`config.mk`:
```
export PLATFORM = sky130hd
export DESIGN_NAME = selector_41_flat
export DESIGN_NICKNAME = d
export VERILOG_FILES = /design/src/rtl/selector_41_if.sv /design/src/rtl/selector_41.sv /design/src/flat_wrapper.sv
export SDC_FILE = /design/constraint.sdc
export NUM_CORES = 1
export LEC_CHECK = 0
export ABC_AREA = 1
export BUFFER_PORTS_ARGS = -buffer_cell sky130_fd_sc_hd__clkbuf_2
export CAP_MARGIN = 20
export CORE_AREA = 2 2 39 41
export CTS_CLUSTER_DIAMETER = 120
export CTS_CLUSTER_SIZE = 24
export DETAILED_ROUTE_END_ITERATION = 6
export DIE_AREA = 0 0 41 43
export MAX_ROUTING_LAYER = met4
export PLACE_DENSITY = 0.73
export SYNTH_ARGS = -nofsm -noshare
export SYNTH_HDL_FRONTEND = slang
export SYNTH_SLANG_ARGS = --single-unit
export TNS_END_PERCENT = 30
```
`constraint.sdc`:
```
create_clock -name iClk -period 0.8 [get_ports iClk]
set_input_delay 0.08 -clock iClk [delete_from_list [all_inputs] [get_ports iClk]]
set_output_delay 0.08 -clock iClk [all_outputs]
set_load 0.01 [all_outputs]
```
`src/rtl/selector_41_if.sv`:
```
// Bus bundle for the 4:1 selector: data inputs, select pair, load enable
// and the steered/decoded outputs. The clock and reset stay as plain ports.
interface selector_41_if #(
  parameter int WIDTH = 4
);
  logic [WIDTH-1:0] iC0;
  logic [WIDTH-1:0] iC1;
  logic [WIDTH-1:0] iC2;
  logic [WIDTH-1:0] iC3;
  logic             iS1;
  logic             iS0;
  logic             iEn;
  logic [WIDTH-1:0] oZ;
  logic [WIDTH-1:0] oZReg;
  logic [3:0]       oSelOH;
  logic             oSelChg;

  // Driver side: the environment that feeds data and select.
  modport master (
    output iC0, iC1, iC2, iC3, iS1, iS0, iEn,
    input  oZ, oZReg, oSelOH, oSelChg
  );

  // Selector side.
  modport slave (
    input  iC0, iC1, iC2, iC3, iS1, iS0, iEn,
    output oZ, oZReg, oSelOH, oSelChg
  );
endinterface

```
`src/rtl/selector_41.sv`:
```
// 4:1 selector for WIDTH-bit words. Combinational steered output, a
// registered copy with load enable, a one-hot select decode and a
// one-cycle pulse flagging a select change.

// Single-bit steering slice; one instance per data bit.
module selector_41_lane (
  input  logic [3:0] c_i,
  input  logic [1:0] sel_i,
  output logic       z_o
);
  assign z_o = c_i[sel_i];
endmodule

module selector_41 #(
  parameter int WIDTH = 4
) (
  input  logic        iClk,
  input  logic        iRst,
  selector_41_if.slave bus
);
  logic [1:0]       sel;
  logic [WIDTH-1:0] z;
  logic [WIDTH-1:0] zReg_q, zReg_d;
  logic [1:0]       selPrev_q, selPrev_d;
  logic             selChg_q, selChg_d;

  assign sel = {bus.iS1, bus.iS0};

  // Per-bit slices; each gathers its bit from the four data words.
  for (genvar g = 0; g < WIDTH; g++) begin : g_lane
    selector_41_lane u_lane (
      .c_i   ({bus.iC3[g], bus.iC2[g], bus.iC1[g], bus.iC0[g]}),
      .sel_i (sel),
      .z_o   (z[g])
    );
  end

  // Next-state: load on enable, track select every cycle, flag differences.
  always_comb begin
    zReg_d    = bus.iEn ? z : zReg_q;
    selPrev_d = sel;
    selChg_d  = (sel != selPrev_q);
  end

  // State registers; reset wins over enable and over a concurrent select change.
  always_ff @(posedge iClk) begin
    if (iRst) begin
      zReg_q    <= '0;
      selPrev_q <= 2'b00;
      selChg_q  <= 1'b0;
    end else begin
      zReg_q    <= zReg_d;
      selPrev_q <= selPrev_d;
      selChg_q  <= selChg_d;
    end
  end

  assign bus.oZ      = z;
  assign bus.oSelOH  = 4'b0001 << sel;
  assign bus.oZReg   = zReg_q;
  assign bus.oSelChg = selChg_q;
endmodule

```
`src/flat_wrapper.sv`:
```
// flat-port wrapper written by rule: the top's interface ports become plain ports
module selector_41_flat 
#(
  parameter int WIDTH = 4
)
  (iClk, iRst, bus_iC0, bus_iC1, bus_iC2, bus_iC3, bus_iS1, bus_iS0, bus_iEn, bus_oZ, bus_oZReg, bus_oSelOH, bus_oSelChg);
  selector_41_if #(.WIDTH(WIDTH)) bus_i ();
  input  logic iClk;
  input  logic iRst;
  input wire logic [$bits(bus_i.iC0)-1:0] bus_iC0;
  input wire logic [$bits(bus_i.iC1)-1:0] bus_iC1;
  input wire logic [$bits(bus_i.iC2)-1:0] bus_iC2;
  input wire logic [$bits(bus_i.iC3)-1:0] bus_iC3;
  input wire logic [$bits(bus_i.iS1)-1:0] bus_iS1;
  input wire logic [$bits(bus_i.iS0)-1:0] bus_iS0;
  input wire logic [$bits(bus_i.iEn)-1:0] bus_iEn;
  output wire logic [$bits(bus_i.oZ)-1:0] bus_oZ;
  output wire logic [$bits(bus_i.oZReg)-1:0] bus_oZReg;
  output wire logic [$bits(bus_i.oSelOH)-1:0] bus_oSelOH;
  output wire logic [$bits(bus_i.oSelChg)-1:0] bus_oSelChg;
  assign bus_i.iC0 = bus_iC0;
  assign bus_i.iC1 = bus_iC1;
  assign bus_i.iC2 = bus_iC2;
  assign bus_i.iC3 = bus_iC3;
  assign bus_i.iS1 = bus_iS1;
  assign bus_i.iS0 = bus_iS0;
  assign bus_i.iEn = bus_iEn;
  assign bus_oZ = bus_i.oZ;
  assign bus_oZReg = bus_i.oZReg;
  assign bus_oSelOH = bus_i.oSelOH;
  assign bus_oSelChg = bus_i.oSelChg;
  selector_41 #(.WIDTH(WIDTH)) u_core (.iClk(iClk), .iRst(iRst), .bus(bus_i));
endmodule
```
==> run summary <==
run status = completed
cells along the critical path = buf_2
maximum capacitance violations = 0
placement-stage worst setup slack = -0.04580 ns
detailed-router iteration count before antenna repair = 3
simple-gate portion of the synthesized area = 46.35%
clock buffer depth = 2
total wirelength of the detailed-routed design = 1166 um
Area contributors post-synth = sky130_fd_sc_hd__nand2_1 29%, sky130_fd_sc_hd__dfxtp_1 28%, sky130_fd_sc_hd__nor2_1 9.1%
die boundary height = 43 um
power density over the cells = 1429 mW/mm^2
via-per-instance ratio = 4.328
Primary FF master, synth = sky130_fd_sc_hd__dfxtp_1
Ports = 34
summed instance area of the synthesized netlist = 496.7 sq um
Antenna Cells = 0
Avg Synthesized Cell Area = 5.913 sq um
leading cell type by number of instances after synthesis = sky130_fd_sc_hd__nand2_1
fraction of power spent switching nets = 29.77%
number of buffers inserted by post-CTS setup repair = 0
worst slew pin tran = 0.1665 ns
total nets after synthesis = 105
root cell of the clock tree = sky130_fd_sc_hd__clkbuf_4
mux share of post-synthesis cell area = 0%
clock tree from TritonCTS = yes
Cell Rows = 14
number of placed instances with taps included = 130
critical path capture point type = output port
routed wirelength normalized by instance count = 8.701 um
adder-cell area share of the yosys netlist = 0%
final period utilization = 97.20%
CP delay by family, top = flip-flops
clk_lat worst skew = 0.25 ns
area fraction in compound gates after synthesis = 1.008%
required arrival time at the worst endpoint = 0.72 ns
category of the most critical setup path = flip-flop to output port
crit path time final = 0.7776 ns
CP max FO = 2
type of element launching the critical path = flip-flop
Net Switching = 0.3061 mW
synth unique cells = 12
VDD IR max = 0.8833 mV
most common library cells after synthesis = 39 x sky130_fd_sc_hd__nand2_1, 12 x sky130_fd_sc_hd__nor2_1, 7 x sky130_fd_sc_hd__dfxtp_1, 7 x sky130_fd_sc_hd__inv_1, 5 x sky130_fd_sc_hd__buf_4
number of synthesis warnings = 0
Final Max Slew Viols = 0
number of global-route vias before repair = 417
global placer's final weighted congestion = 0.7043
Int Pwr = 0.7221 mW
global router's overall resource usage = 14.12%
relative contribution of the clock network to total power = 31.8%
Clock Skews = 0.002274 ns
Post-layout nets = 140
type of the tightest min-delay check = input port to flip-flop
final setup violation count = 0
effective utilization at floorplan = 35.90%
HPWL after detailed placement = 932.3 um
Placeable Area = 0.001384 sq mm
post-cts hold buffer count = 0
Syn-to-layout area delta = 44.84%
Overflow after GRT = 0
H-Tree Depth = 1
largest area contributor in the netlist = sky130_fd_sc_hd__nand2_1
RSZ-0062 raised after global routing = no
Mapped Cells = 84
proportion of netlist area held by the largest area contributor = 29.47%
Max-slew headroom = 88.90%
# clock sinks = 7
crit path setup slack, layout = 0.02241 ns
Remaining DRCs = 0
slowest stage cell on the critical path = sky130_fd_sc_hd__dfxtp_2
floorplan die area = 0.001763 sq mm
Num CTS Buffers = 3
initial antenna violation count = 0
CP Data Arrival Time = 0.70 ns
IO buf count = 33
count of flip-flops with a built-in enable after synthesis = 0
fraction of registers with async set or reset after synthesis = 0%
Final Hold Violating Endpoints = 0
number of cells in the finished layout apart from fillers = 134
highest clock rate = 1286 MHz
number of DRC markers in iteration 0 = 6
sequential share of power = 37.8%
DRT antenna net count = 0
CTS clk-pin slew, worst paths = 0.05 ns
combinational family with the most area after synthesis = simple AND/OR/NAND/NOR gates
count of vias placed by the detailed router = 580
parity-gate share of the synthesized area counting xor and xnor cells = 3.526%
number of synthesized register bits = 7
buffers plus inverters on the worst setup path = 1
sum of negative setup slack = 0 ns
x dimension of the die = 41 um
sequential share of the synthesized area = 28.21%
share of post-route cells with drive strength above 1 = 44.92%
delay contributed by the slowest stage of the critical path = 0.32 ns
pin count of the biggest net entering global routing = 11
first-pass GRT wire length = 1669 um
static power due to leakage = 0.4641 nW
part of the power in combinational logic = 30.4%
==> sequential cells by signal (all words and copies together), names as in the netlist <==
register            flops
u_core.bus.oZReg        4
u_core.selPrev_q        2
u_core.bus.oSelChg      1
==> layout by cell type (no fill, tap or decap), drive strengths merged <==
| cell type | count |
|---|---|
| nor2 | 12 |
| inv | 8 |
| buf | 12 |
| clkbuf | 30 |
| nand2 | 42 |
| dfxtp | 7 |
| a21oi | 1 |
| nand3 | 4 |
| xnor2 | 2 |
==> metal layers <==
metal	share of wire, %	GRT usage (%)	wire, um	vias up
met5	0	-	0	-
met2	50	21.56	580	21
met4	0	2.000	0	0
li1	-	-	-	312
met3	9.5	6.283	111	0
met1	41	17.15	474	247
==> through the flow <==
stage	utilization (%)	cell area, sq um	hold WS, ns	power (mW)
floorplan	-	496.7	0.1491	0.5893
finish	51.99	719.4	0.07845	1.028
CTS	50.45	698.2	0.07884	1.029
global placement	47.56	658.1	0.3484	0.6865
detailed placement	47.56	658.1	0.3530	0.6906
global route	51.99	719.4	0.07967	1.095
==> cell families after synthesis <==
family,Yosys count
AND/OR/NAND/NOR,58
XOR/XNOR,2
AO/OA/AOI/OAI,1
buffers and inverters,16
flip-flops,7
==> path summary, 6_finish.rpt <==
path                                    startpoint  slack (ns)  cells past startpoint                                to
setup / recovery  u_core.bus.oZReg[1]$_SDFFE_PP0P_        0.02                      1                      bus_oZReg[1]
hold / removal                                iRst        0.08                      2     u_core.bus.oSelChg$_SDFF_PP0_
setup reg to reg  u_core.bus.oZReg[2]$_SDFFE_PP0P_        0.16                      4  u_core.bus.oZReg[2]$_SDFFE_PP0P_
hold reg to reg     u_core.selPrev_q[0]$_SDFF_PP0_        0.52                      2     u_core.bus.oSelChg$_SDFF_PP0_
==> repair_timing <==
item	in CTS	in global routing
resized for setup	5	15
pin swaps	0	1
endpoints found under the setup margin	7	8
cloned	0	0
==> power groups by stage <==
stage               Combinational [mW]  Sequential, mW  Clock [mW]
floorplan                        0.188           0.402           0
CTS                              0.306           0.386       0.337
global route                     0.350           0.391       0.355
detailed placement               0.299           0.392           0
finish                           0.313           0.389       0.327
global placement                 0.295           0.391           0
==> layout make-up <==
class,instances,area [sq um]
fillers,154,664.4
multi-input cells,61,260.3
repair buffers,38,231.5
flip-flops and latches,7,146.4
inverters,8,35.03
clock buffers,4,26.28
well taps,16,20.02
Note: power is estimated with default switching activity, not from simulation.
